`config.mk`:
```
export PLATFORM = sky130hd
export DESIGN_NAME = hsv_adjust_pipe_flat
export DESIGN_NICKNAME = d
export VERILOG_FILES = /design/src/rtl/hsv_adjust_pipe_if.sv /design/src/rtl/hsv_adjust_pipe.sv /design/src/flat_wrapper.sv
export SDC_FILE = /design/constraint.sdc
export NUM_CORES = 1
export LEC_CHECK = 0
export ABC_AREA = 1
export ABC_CLOCK_PERIOD_IN_PS = 7600
export CAP_MARGIN = 25
export CELL_PAD_IN_SITES_DETAIL_PLACEMENT = 0
export CELL_PAD_IN_SITES_GLOBAL_PLACEMENT = 1
export CORE_MARGIN = 2
export CORE_UTILIZATION = 30
export CTS_CLUSTER_SIZE = 20
export DETAILED_ROUTE_END_ITERATION = 8
export PLACE_DENSITY = 0.63
export RECOVER_POWER = 25
export SETUP_SLACK_MARGIN = 0.1
export SLEW_MARGIN = 20
export SYNTH_ARGS = -nofsm -noshare
export SYNTH_HDL_FRONTEND = slang
export SYNTH_SLANG_ARGS = --single-unit
```
`constraint.sdc`:
```
create_clock -name clk -period 7.6 [get_ports clk]
set_clock_uncertainty 0.2 [all_clocks]
set_input_delay 0.76 -clock clk [delete_from_list [all_inputs] [get_ports clk]]
set_output_delay 0.76 -clock clk [all_outputs]
set_load 0.05 [all_outputs]
```
`src/rtl/hsv_adjust_pipe_if.sv`:
```
// hsv_adjust_pipe_if: pixel, control and clip-statistics bundle for the
// S/V adjust stage between the RGB->HSV and HSV->RGB converters.
//   ctrl_s/ctrl_v : sign-magnitude percent gains (MSB=1 decrease)
//   bypass        : pass S/V unchanged (sampled with controls at sof)
//   in_*          : valid-qualified input pixel, in_sof marks frame start
//   out_*         : same pixel four cycles later with adjusted S/V
//   clip_count(_vld): clipped-pixel count of the previous frame + pulse
// master = pixel source / control side, slave = the adjuster.
interface hsv_adjust_pipe_if #(
  parameter int H_W    = 9,
  parameter int S_W    = 11,
  parameter int V_W    = 8,
  parameter int CTRL_W = 9,
  parameter int CNT_W  = 22
);
  logic [CTRL_W-1:0] ctrl_s;
  logic [CTRL_W-1:0] ctrl_v;
  logic              bypass;
  logic              in_valid;
  logic              in_sof;
  logic [H_W-1:0]    in_h;
  logic [S_W-1:0]    in_s;
  logic [V_W-1:0]    in_v;
  logic              out_valid;
  logic              out_sof;
  logic [H_W-1:0]    out_h;
  logic [S_W-1:0]    out_s;
  logic [V_W-1:0]    out_v;
  logic [CNT_W-1:0]  clip_count;
  logic              clip_count_vld;

  modport master (
    output ctrl_s, ctrl_v, bypass, in_valid, in_sof, in_h, in_s, in_v,
    input  out_valid, out_sof, out_h, out_s, out_v, clip_count, clip_count_vld
  );

  modport slave (
    input  ctrl_s, ctrl_v, bypass, in_valid, in_sof, in_h, in_s, in_v,
    output out_valid, out_sof, out_h, out_s, out_v, clip_count, clip_count_vld
  );
endinterface

```
`src/rtl/hsv_adjust_pipe.sv`:
```
// hsv_adjust_pipe: 4-stage saturating percentage gain on S and V.
//   clk  : pixel clock
//   rst  : asynchronous reset, active-high (deassertion synchronised inside)
//   bus  : hsv_adjust_pipe_if.slave (controls, input pixel, output pixel,
//          per-frame clip count)
// Controls are shadowed at frame start so a frame never mixes two settings.
// Stages: S1 register pixel+controls, S2 multiply, S3 divide by 100,
// S4 add/subtract with clamp. H/sof/valid ride a matching delay line.
module hsv_adjust_pipe #(
  parameter int H_W    = 9,
  parameter int S_W    = 11,
  parameter int V_W    = 8,
  parameter int CTRL_W = 9,
  parameter int CNT_W  = 22
) (
  input logic              clk,
  input logic              rst,
  hsv_adjust_pipe_if.slave bus
);
  localparam int STAGES = 4;
  localparam int MAG_W  = CTRL_W - 1;
  localparam int PS_W   = S_W + MAG_W;
  localparam int PV_W   = V_W + MAG_W;
  localparam logic [PS_W:0] S_MAX = {{(PS_W+1-S_W){1'b0}}, {S_W{1'b1}}};
  localparam logic [PV_W:0] V_MAX = {{(PV_W+1-V_W){1'b0}}, {V_W{1'b1}}};

  // Async assert, release two clocks after rst drops.
  logic [1:0] rst_sr;
  logic       rst_i;
  always_ff @(posedge clk or posedge rst)
    if (rst) rst_sr <= 2'b11;
    else     rst_sr <= {rst_sr[0], 1'b0};
  assign rst_i = rst_sr[1];

  // Shadow controls; the sof pixel itself already uses the new values.
  logic              load;
  logic [CTRL_W-1:0] sh_s, sh_v;
  logic              sh_byp;
  assign load = bus.in_valid && bus.in_sof;

  always_ff @(posedge clk or posedge rst_i)
    if (rst_i) begin
      sh_s <= '0; sh_v <= '0; sh_byp <= 1'b0;
    end else if (load) begin
      sh_s <= bus.ctrl_s; sh_v <= bus.ctrl_v; sh_byp <= bus.bypass;
    end

  // Stage registers
  logic [S_W-1:0]    s1_s, s2_s, s3_s;
  logic [V_W-1:0]    s1_v, s2_v, s3_v;
  logic [CTRL_W-1:0] s1_cs, s1_cv;
  logic              s1_byp, s2_byp, s3_byp;
  logic              s2_ng_s, s2_ng_v, s3_ng_s, s3_ng_v;
  logic [PS_W-1:0]   s2_ps, s3_ds;
  logic [PV_W-1:0]   s2_pv, s3_dv;
  logic              clip_q;

  always_ff @(posedge clk or posedge rst_i)
    if (rst_i) begin
      s1_s <= '0; s1_v <= '0; s1_cs <= '0; s1_cv <= '0; s1_byp <= 1'b0;
      s2_s <= '0; s2_v <= '0; s2_ps <= '0; s2_pv <= '0;
      s2_ng_s <= 1'b0; s2_ng_v <= 1'b0; s2_byp <= 1'b0;
      s3_s <= '0; s3_v <= '0; s3_ds <= '0; s3_dv <= '0;
      s3_ng_s <= 1'b0; s3_ng_v <= 1'b0; s3_byp <= 1'b0;
    end else begin
      s1_s   <= bus.in_s;
      s1_v   <= bus.in_v;
      s1_cs  <= load ? bus.ctrl_s : sh_s;
      s1_cv  <= load ? bus.ctrl_v : sh_v;
      s1_byp <= load ? bus.bypass : sh_byp;

      s2_s    <= s1_s;
      s2_v    <= s1_v;
      s2_ps   <= PS_W'(s1_s) * PS_W'(s1_cs[MAG_W-1:0]);
      s2_pv   <= PV_W'(s1_v) * PV_W'(s1_cv[MAG_W-1:0]);
      s2_ng_s <= s1_cs[MAG_W];
      s2_ng_v <= s1_cv[MAG_W];
      s2_byp  <= s1_byp;

      // Constant divisor: exact floor for any width.
      s3_s    <= s2_s;
      s3_v    <= s2_v;
      s3_ds   <= s2_ps / PS_W'(100);
      s3_dv   <= s2_pv / PV_W'(100);
      s3_ng_s <= s2_ng_s;
      s3_ng_v <= s2_ng_v;
      s3_byp  <= s2_byp;
    end

  // S4: D can exceed the channel range, so the sum is kept at full
  // product width plus one bit before clamping.
  logic [PS_W:0]  sum_s;
  logic [PV_W:0]  sum_v;
  logic           up_s, dn_s, up_v, dn_v, clip_s, clip_v;
  logic [S_W-1:0] res_s;
  logic [V_W-1:0] res_v;

  always_comb begin
    sum_s  = {1'b0, PS_W'(s3_s)} + {1'b0, s3_ds};
    sum_v  = {1'b0, PV_W'(s3_v)} + {1'b0, s3_dv};
    up_s   = sum_s > S_MAX;
    up_v   = sum_v > V_MAX;
    dn_s   = s3_ds > PS_W'(s3_s);
    dn_v   = s3_dv > PV_W'(s3_v);
    res_s  = s3_s;
    res_v  = s3_v;
    clip_s = 1'b0;
    clip_v = 1'b0;
    if (!s3_byp) begin
      // When not clamping low, D <= X so its low bits are all of D.
      if (s3_ng_s) res_s = dn_s ? '0 : s3_s - s3_ds[S_W-1:0];
      else         res_s = up_s ? '1 : sum_s[S_W-1:0];
      if (s3_ng_v) res_v = dn_v ? '0 : s3_v - s3_dv[V_W-1:0];
      else         res_v = up_v ? '1 : sum_v[V_W-1:0];
      clip_s = s3_ng_s ? dn_s : up_s;
      clip_v = s3_ng_v ? dn_v : up_v;
    end
  end

  always_ff @(posedge clk or posedge rst_i)
    if (rst_i) begin
      bus.out_s <= '0; bus.out_v <= '0; clip_q <= 1'b0;
    end else begin
      bus.out_s <= res_s;
      bus.out_v <= res_v;
      clip_q    <= clip_s || clip_v;
    end

  // Valid / sof / hue delay line, matched to the data stages.
  logic [STAGES:1]          vld_pipe, sof_pipe;
  logic [STAGES:1][H_W-1:0] h_pipe;

  always_ff @(posedge clk or posedge rst_i)
    if (rst_i) begin
      vld_pipe <= '0; sof_pipe <= '0; h_pipe <= '0;
    end else begin
      vld_pipe <= {vld_pipe[STAGES-1:1], bus.in_valid};
      sof_pipe <= {sof_pipe[STAGES-1:1], bus.in_sof};
      h_pipe   <= {h_pipe[STAGES-1:1], bus.in_h};
    end

  assign bus.out_valid = vld_pipe[STAGES];
  assign bus.out_sof   = sof_pipe[STAGES];
  assign bus.out_h     = h_pipe[STAGES];

  // Per-frame clip counter: the sof pixel closes the previous frame and
  // seeds the new one with its own clip flag.
  logic [CNT_W-1:0] running;

  always_ff @(posedge clk or posedge rst_i)
    if (rst_i) begin
      running <= '0; bus.clip_count <= '0; bus.clip_count_vld <= 1'b0;
    end else if (bus.out_valid && bus.out_sof) begin
      bus.clip_count     <= running;
      bus.clip_count_vld <= 1'b1;
      running            <= CNT_W'(clip_q);
    end else begin
      bus.clip_count_vld <= 1'b0;
      if (bus.out_valid && clip_q && running != '1)
        running <= running + CNT_W'(1);
    end
endmodule

```
`src/flat_wrapper.sv`:
```
// flat-port wrapper written by rule: the top's interface ports become plain ports
module hsv_adjust_pipe_flat 
#(
  parameter int H_W    = 9,
  parameter int S_W    = 11,
  parameter int V_W    = 8,
  parameter int CTRL_W = 9,
  parameter int CNT_W  = 22
)
  (clk, rst, bus_ctrl_s, bus_ctrl_v, bus_bypass, bus_in_valid, bus_in_sof, bus_in_h, bus_in_s, bus_in_v, bus_out_valid, bus_out_sof, bus_out_h, bus_out_s, bus_out_v, bus_clip_count, bus_clip_count_vld);
  hsv_adjust_pipe_if #(.H_W(H_W), .S_W(S_W), .V_W(V_W), .CTRL_W(CTRL_W), .CNT_W(CNT_W)) bus_i ();
  input logic clk;
  input logic rst;
  input wire logic [$bits(bus_i.ctrl_s)-1:0] bus_ctrl_s;
  input wire logic [$bits(bus_i.ctrl_v)-1:0] bus_ctrl_v;
  input wire logic [$bits(bus_i.bypass)-1:0] bus_bypass;
  input wire logic [$bits(bus_i.in_valid)-1:0] bus_in_valid;
  input wire logic [$bits(bus_i.in_sof)-1:0] bus_in_sof;
  input wire logic [$bits(bus_i.in_h)-1:0] bus_in_h;
  input wire logic [$bits(bus_i.in_s)-1:0] bus_in_s;
  input wire logic [$bits(bus_i.in_v)-1:0] bus_in_v;
  output wire logic [$bits(bus_i.out_valid)-1:0] bus_out_valid;
  output wire logic [$bits(bus_i.out_sof)-1:0] bus_out_sof;
  output wire logic [$bits(bus_i.out_h)-1:0] bus_out_h;
  output wire logic [$bits(bus_i.out_s)-1:0] bus_out_s;
  output wire logic [$bits(bus_i.out_v)-1:0] bus_out_v;
  output wire logic [$bits(bus_i.clip_count)-1:0] bus_clip_count;
  output wire logic [$bits(bus_i.clip_count_vld)-1:0] bus_clip_count_vld;
  assign bus_i.ctrl_s = bus_ctrl_s;
  assign bus_i.ctrl_v = bus_ctrl_v;
  assign bus_i.bypass = bus_bypass;
  assign bus_i.in_valid = bus_in_valid;
  assign bus_i.in_sof = bus_in_sof;
  assign bus_i.in_h = bus_in_h;
  assign bus_i.in_s = bus_in_s;
  assign bus_i.in_v = bus_in_v;
  assign bus_out_valid = bus_i.out_valid;
  assign bus_out_sof = bus_i.out_sof;
  assign bus_out_h = bus_i.out_h;
  assign bus_out_s = bus_i.out_s;
  assign bus_out_v = bus_i.out_v;
  assign bus_clip_count = bus_i.clip_count;
  assign bus_clip_count_vld = bus_i.clip_count_vld;
  hsv_adjust_pipe #(.H_W(H_W), .S_W(S_W), .V_W(V_W), .CTRL_W(CTRL_W), .CNT_W(CNT_W)) u_core (.clk(clk), .rst(rst), .bus(bus_i));
endmodule
```
==> flow_summary.json, run 1 <==
{
  "cts_tree": "yes",
  "diodes": 0,
  "via_count": 12690,
  "fin_setup_tns_ps": 0,
  "netlist_instances": 2045,
  "required_ps": 7850,
  "synth_area_leaders": "dfrtp_1 (35%), fa_1 (11%), ha_1 (9.4%), nand2_1 (8.9%), inv_1 (8.8%)",
  "grt_antenna_before_repair": 1,
  "die-area_um2": 59850,
  "drive_above_1_share": 0.1020,
  "use_met3": 0.02198,
  "fin_cells": 2913,
  "post_cts_buffers": 0,
  "min-delay-start": "u_core.h_pipe[14]$_DFF_PP0_",
  "met1_usage": 0.1694,
  "ys.flop_type": "dfrtp_1",
  "syn2layout_area_growth_pct": 15.77,
  "ctsHoldBuffers": 0,
  "viasPerCell": 4.358,
  "multi_input_area_um2": 9306,
  "ctsResizeCount": 0,
  "clock-root-buffer": "clkbuf_16",
  "port_buffers": 103,
  "drt_first_pass_iters": 7,
  "yosysTopAreaCell": "dfrtp_1",
  "rsz0062_at_grt": "false",
  "outcome": "complete, but fails checks",
  "drt_iter0_markers": 476,
  "yosys_warnings": 0,
  "max_slew_margin": -2.673,
  "fin_nets": 2403,
  "nFillCells": 5917,
  "hold_viol_final": 0,
  "synth_cell_types": 61,
  "clk_latency_ps": 570,
  "yosysSeqAreaShare": 0.3559,
  "hpwlAfterDp_um": 28910,
  "startpoint_type": "flip-flop",
  "postRouteAntennaNets": 0,
  "place_inst": 2861,
  "violations": "capacitance limit, slew limit",
  "synth-edff-count": 0,
  "endpoint_kind": "flip-flop",
  "path_common_cell": "nand2_2",
  "grt_first_pass_wirelength_um": 63590,
  "fmax_mhz": 164.8,
  "die_h_um": 244.6,
  "grt_usage": 0.1272,
  "path_clk_slew_ps": 60,
  "finalMaxSlewViolations": 149,
  "use_met2": 0.2162,
  "routedWlPerCell_um": 12.69,
  "hold_path_class": "reg -> reg",
  "grt_max_degree": 149,
  "clock_sinks": 247,
  "synth_top_area_share": 0.3529,
  "rows": 88,
  "grt_pass1_vias": 12950,
  "place_congestion": 0.8580,
  "crit_start": "u_core.s2_pv[12]$_DFF_PP0_",
  "syn_avg_cell_area_um2": 8.495,
  "chipWidth_um": 244.6,
  "core_area_um2": 57480,
  "regArea_um2": 6183,
  "start_util": 0.3022,
  "rr_startpoint": "u_core.s2_pv[12]$_DFF_PP0_",
  "synthesis.area_um2": 17370,
  "cts_max_level": 1,
  "drt_wl_total_um": 36970,
  "ctsLongestPathBuffers": 3,
  "period_needed_ps": 6070,
  "maxCapViolCount": 1,
  "drc_errors": 0,
  "worstSetupPathType": "reg -> reg",
  "setup_viol": 0,
  "ios": 104,
  "overflow": 0,
  "ys_seq_elements": 247,
  "cp_max_fo": 6,
  "syn_nets": 2321,
  "cp.arrival_ps": 6320,
  "fin_crit_sh": 0.7986,
  "worstMarginPinSlew_ps": 5509,
  "cpPeakStageDelay_ps": 380,
  "crit_slowest_cell": "dfrtp_1",
  "cts_buffers": 29,
  "ys_async_sr_fraction": 1.000,
  "busiest_layer": "met2",
  "rrSetupSlack_ps": 1530
}
==> cell usage in the layout, fill, tap and decap left out, types with 11 or more instances in the layout <==
master	instances
inv_1	407
mux2_2	19
dlygate4sd3_1	31
o21ai_0	92
clkdlybuf4s50_1	72
clkbuf_16	29
nand4_1	13
xnor2_1	12
nor3_1	17
xor2_1	38
nand2_2	52
ha_1	131
nor2_2	11
a21oi_1	82
inv_2	22
fa_1	94
nand2_4	21
nand2_1	411
nand3_2	11
o21ai_1	17
nor2_1	107
dfrtp_1	245
nand3_1	85
==> per-layer routing <==
layer	share of wire	wire (um)
met2	0.46	16980
met1	0.48	17880
met5	0.00035	13
met4	0.019	709
met3	0.038	1392
==> cell families after synthesis <==
family / after synthesis / synth area share
AO/OA/AOI/OAI: 254 / 0.08550
XOR/XNOR: 50 / 0.02521
other: 1 / 0.0002159
multiplexers: 19 / 0.01232
flip-flops: 247 / 0.3559
adder cells (fa/ha/maj): 225 / 0.2027
buffers and inverters: 488 / 0.1079
AND/OR/NAND/NOR: 761 / 0.2102
==> through the flow <==
step	instance area, um2	hold WS (ps)	util	setup WS, ps
global placement	19140	131.1	0.3330	1626
finish	20110	146.2	0.3499	1531
floorplan	17370	131.2	-	351.9
global route	20110	152.3	0.3499	489.8
CTS	20130	147.9	0.3502	1584
detailed placement	19170	134.7	0.3335	1611
==> state kept, by name, indices dropped and copies added, names as in the netlist, 9 cells and up <==
name / flops
u_core.s2_ps: 17
u_core.s3_s: 11
u_core.s3_dv: 10
u_core.h_pipe: 27
u_core.s2_pv: 14
u_core.bus.out_h: 9
u_core.s1_cv: 9
u_core.running: 22
u_core.s1_cs: 9
u_core.bus.clip_count: 22
u_core.s3_ds: 13
u_core.s1_s: 11
u_core.bus.out_s: 11
u_core.s2_s: 11
==> path summary, 6_finish.rpt <==
path,end,cells past startpoint
setup / recovery,u_core.s3_dv[0]$_DFF_PP0_,48
hold / removal,u_core.h_pipe[23]$_DFF_PP0_,0
setup reg to reg,u_core.s3_dv[0]$_DFF_PP0_,48
hold reg to reg,u_core.h_pipe[23]$_DFF_PP0_,0
max in group asynchronous,u_core.s3_v[2]$_DFF_PP0_,1
min in group asynchronous,u_core.rst_sr[1]$_DFF_PP1_,2
==> cell type report <==
type | instances | area share
Timing Repair Buffer | 107 | 0.05375
Multi-Input combinational cell | 1310 | 0.4627
Clock inverter | 19 | 0.009456
Inverter | 432 | 0.08069
Tap cell | 765 | 0.04759
Sequential cell | 247 | 0.3075
Clock buffer | 33 | 0.03832
==> worst max-delay path: cells and delay by family (launching register included) <==
kind | cells | cell delay [ps]
flops | 1 | 380
simple gates | 42 | 4460
compound gates | 3 | 540
buf+inv | 2 | 130
xor+xnor | 1 | 230
==> Yosys cell counts (6+ instances only) <==
library cell and n:
o21ai_0 92, xnor2_1 12, nand3_1 85, nand2_1 411, o21ai_1 17, nand2_2 52
fa_1 94, o22ai_1 10, dfrtp_1 245, nor2_2 11, xor2_1 38, nand3_2 11
clkbuf_1 33, nor2_1 107, clkbuf_2 6, nand4_1 13, buf_4 9, buf_1 8
inv_1 407, nand2_4 21, inv_2 22, ha_1 131, a21oi_1 80, o21bai_1 8
nor3_1 17, mux2_2 19, nand4_2 7, o31ai_1 7
Power of run 1 is left out: the tool's default activity adds up to more than one toggle a clock period on the data nets, which glitch-free logic cannot reach.
==> run 2, diff against run 1 <==
--- a/config.mk
+++ b/config.mk
@@ -6,7 +6,7 @@
 export NUM_CORES = 1
 export LEC_CHECK = 0
 export ABC_AREA = 1
-export ABC_CLOCK_PERIOD_IN_PS = 7600
+export ABC_CLOCK_PERIOD_IN_PS = 4900
 export CAP_MARGIN = 25
 export CELL_PAD_IN_SITES_DETAIL_PLACEMENT = 0
 export CELL_PAD_IN_SITES_GLOBAL_PLACEMENT = 1
==> constraint.sdc (replaced) <==
create_clock -name clk -period 4.9 [get_ports clk]
set_clock_uncertainty 0.2 [all_clocks]
set_input_delay 0.49 -clock clk [delete_from_list [all_inputs] [get_ports clk]]
set_output_delay 0.49 -clock clk [all_outputs]
set_load 0.05 [all_outputs]
==> run 2 against run 1 <==
Net effect:
- the flow finishes with violations (capacitance limit, slew limit, setup timing)
- hold slack worse by 3.7 ps
- first-iteration DRC count fell by 3.8%
- critical endpoint is now u_core.s3_ds[0]$_DFF_PP0_
- utilization rose by 5.1 points
- die area unchanged
- critical path type unchanged
==> flow_summary.json, run 2 (synthesis results as in run 1) <==
{
  "hold_viol_final": 0,
  "overflow": 0,
  "worst_slack_ps": -1009,
  "cpPeakStageDelay_ps": 410,
  "rsz0062_at_grt": "true",
  "grt_antenna_before_repair": 0,
  "drt_first_pass_iters": 4,
  "maxCapViolCount": 1,
  "required_ps": 5160,
  "diodes": 0,
  "worstSetupPathType": "reg -> reg",
  "hold_path_class": "reg -> reg",
  "endpoint_kind": "flip-flop",
  "clock_sinks": 247,
  "top_register": "u_core.h_pipe",
  "whs_path_depth": 0,
  "port_buffers": 103,
  "via_count": 13800,
  "die_h_um": 244.6,
  "start_util": 0.3022,
  "viasPerCell": 4.386,
  "chipWidth_um": 244.6,
  "rows": 88,
  "violations": "capacitance limit, slew limit, setup timing",
  "die-area_um2": 59850,
  "setup_viol": 6,
  "max_slew_margin": -0.3101,
  "cts_max_level": 1,
  "crit_slowest_cell": "dfrtp_1",
  "drt_iter0_markers": 458,
  "fin_nets": 2635,
  "outcome": "complete, but fails checks",
  "postRouteAntennaNets": 0,
  "largest_register_ffs": 27,
  "drive_above_1_share": 0.2481,
  "reg_top3": "u_core.h_pipe (27), u_core.bus.clip_count (22), u_core.running (22)",
  "syn2layout_area_growth_pct": 32.61,
  "finalMaxSlewViolations": 38,
  "timing.hold.ws_ps": 142.5,
  "ff2ff_path_depth": 58,
  "grt_max_degree": 146,
  "worstMarginPinSlew_ps": 1965,
  "period_needed_ps": 5909,
  "path_common_cell": "nand2_4",
  "fmax_mhz": 169.2,
  "grt_first_pass_wirelength_um": 67510,
  "core_area_um2": 57480,
  "startpoint_type": "flip-flop",
  "clock-root-buffer": "clkbuf_16",
  "cts_tree": "yes",
  "hpwlAfterDp_um": 31000,
  "path_clk_slew_ps": 60,
  "routedWlPerCell_um": 13.01,
  "drc_errors": 0,
  "grt_usage": 0.1352,
  "final_cell_mix": "inv_1 (391), nand2_1 (353), dfrtp_1 (245)",
  "cp.arrival_ps": 6170,
  "final_common_cell": "inv_1",
  "cp_max_fo": 7,
  "fin_crit_sh": 1.206,
  "place_congestion": 0.8495,
  "ctsLongestPathBuffers": 3,
  "clk_latency_ps": 580,
  "drt_wl_total_um": 40940,
  "ios": 104,
  "grt_pass1_vias": 14100,
  "cts_buffers": 31
}
[run 2: cell types whose count changed in the layout (fill, tap and decap cells not counted), moves of 12 or more]
| cell | before | now |
|---|---|---|
| nor2_4 | 5 | 17 |
| a21oi_1 | 82 | 68 |
| nor2_1 | 107 | 95 |
| nand2_2 | 52 | 65 |
| a21oi_2 | 1 | 14 |
| buf_4 | 3 | 210 |
| nand2_4 | 21 | 56 |
| inv_2 | 22 | 36 |
| nand3_1 | 85 | 63 |
| clkbuf_1 | 1 | 18 |
| nand2_1 | 411 | 353 |
| o21ai_0 | 92 | 78 |
| nand3_2 | 11 | 23 |
| inv_1 | 407 | 391 |
[run 2: cell type report]
cell class,instances,area (um2)
clock buffer,43,900.9
clock inverter,13,178.9
timing repair buffer,337,2790
tap,765,957.2
sequential,247,6183
fill,5690,34440
multi-input combinational,1310,10400
inverter,432,1630
[run 2: worst max-delay path: cells and delay by family (launching register included)]
kind	cells	cell delay (ps)
flops	1	410
buf+inv	2	110
simple gates	56	5020
[run 2: metal layers]
layer | routed length (um) | up-vias | global-route usage
li1 | - | 6957 | -
met1 | 19090 | 6605 | 0.1770
met2 | 19460 | 180 | 0.2314
met3 | 1468 | 60 | 0.02088
met4 | 931 | 0 | 0.03694
met5 | 0 | - | 0
[run 2: repair_timing]
action | in CTS | in global routing
setup buffers | 35 | 39
setup endpoints to repair | 10 | 15
pin swaps | 66 | 137
gates resized for setup | 77 | 169
hold buffers | 0 | 0
[run 2: worst paths after layout]
kind,to,slack [ps],startpoint
min reg2reg,u_core.s3_byp$_DFF_PP0_,140,u_core.s2_byp$_DFF_PP0_
max in group asynchronous,u_core.s3_ds[8]$_DFF_PP0_,2480,u_core.rst_sr[1]$_DFF_PP1_
max reg2reg,u_core.s3_ds[0]$_DFF_PP0_,-1010,u_core.s2_ps[16]$_DFF_PP0_
min,u_core.s3_byp$_DFF_PP0_,140,u_core.s2_byp$_DFF_PP0_
max,u_core.s3_ds[0]$_DFF_PP0_,-1010,u_core.s2_ps[16]$_DFF_PP0_
min in group asynchronous,u_core.rst_sr[0]$_DFF_PP1_,200,rst
[run 2: metrics by stage]
stage	cell area (um2)	instances	setup TNS [ps]	utilization	setup slack, ps
3_3_place_gp	20450	3020	-2503	0.3558	-719.2
2_1_floorplan	17480	2045	-722.2	-	-349.1
3_5_place_dp	20450	3020	-3379	0.3558	-894.9
4_1_cts	22140	3110	-3125	0.3853	-883.4
5_1_grt	23040	3147	-7131	0.4008	-1435
6_report	23040	3147	-3578	0.4008	-1009
Power of run 2 is left out for the same reason.
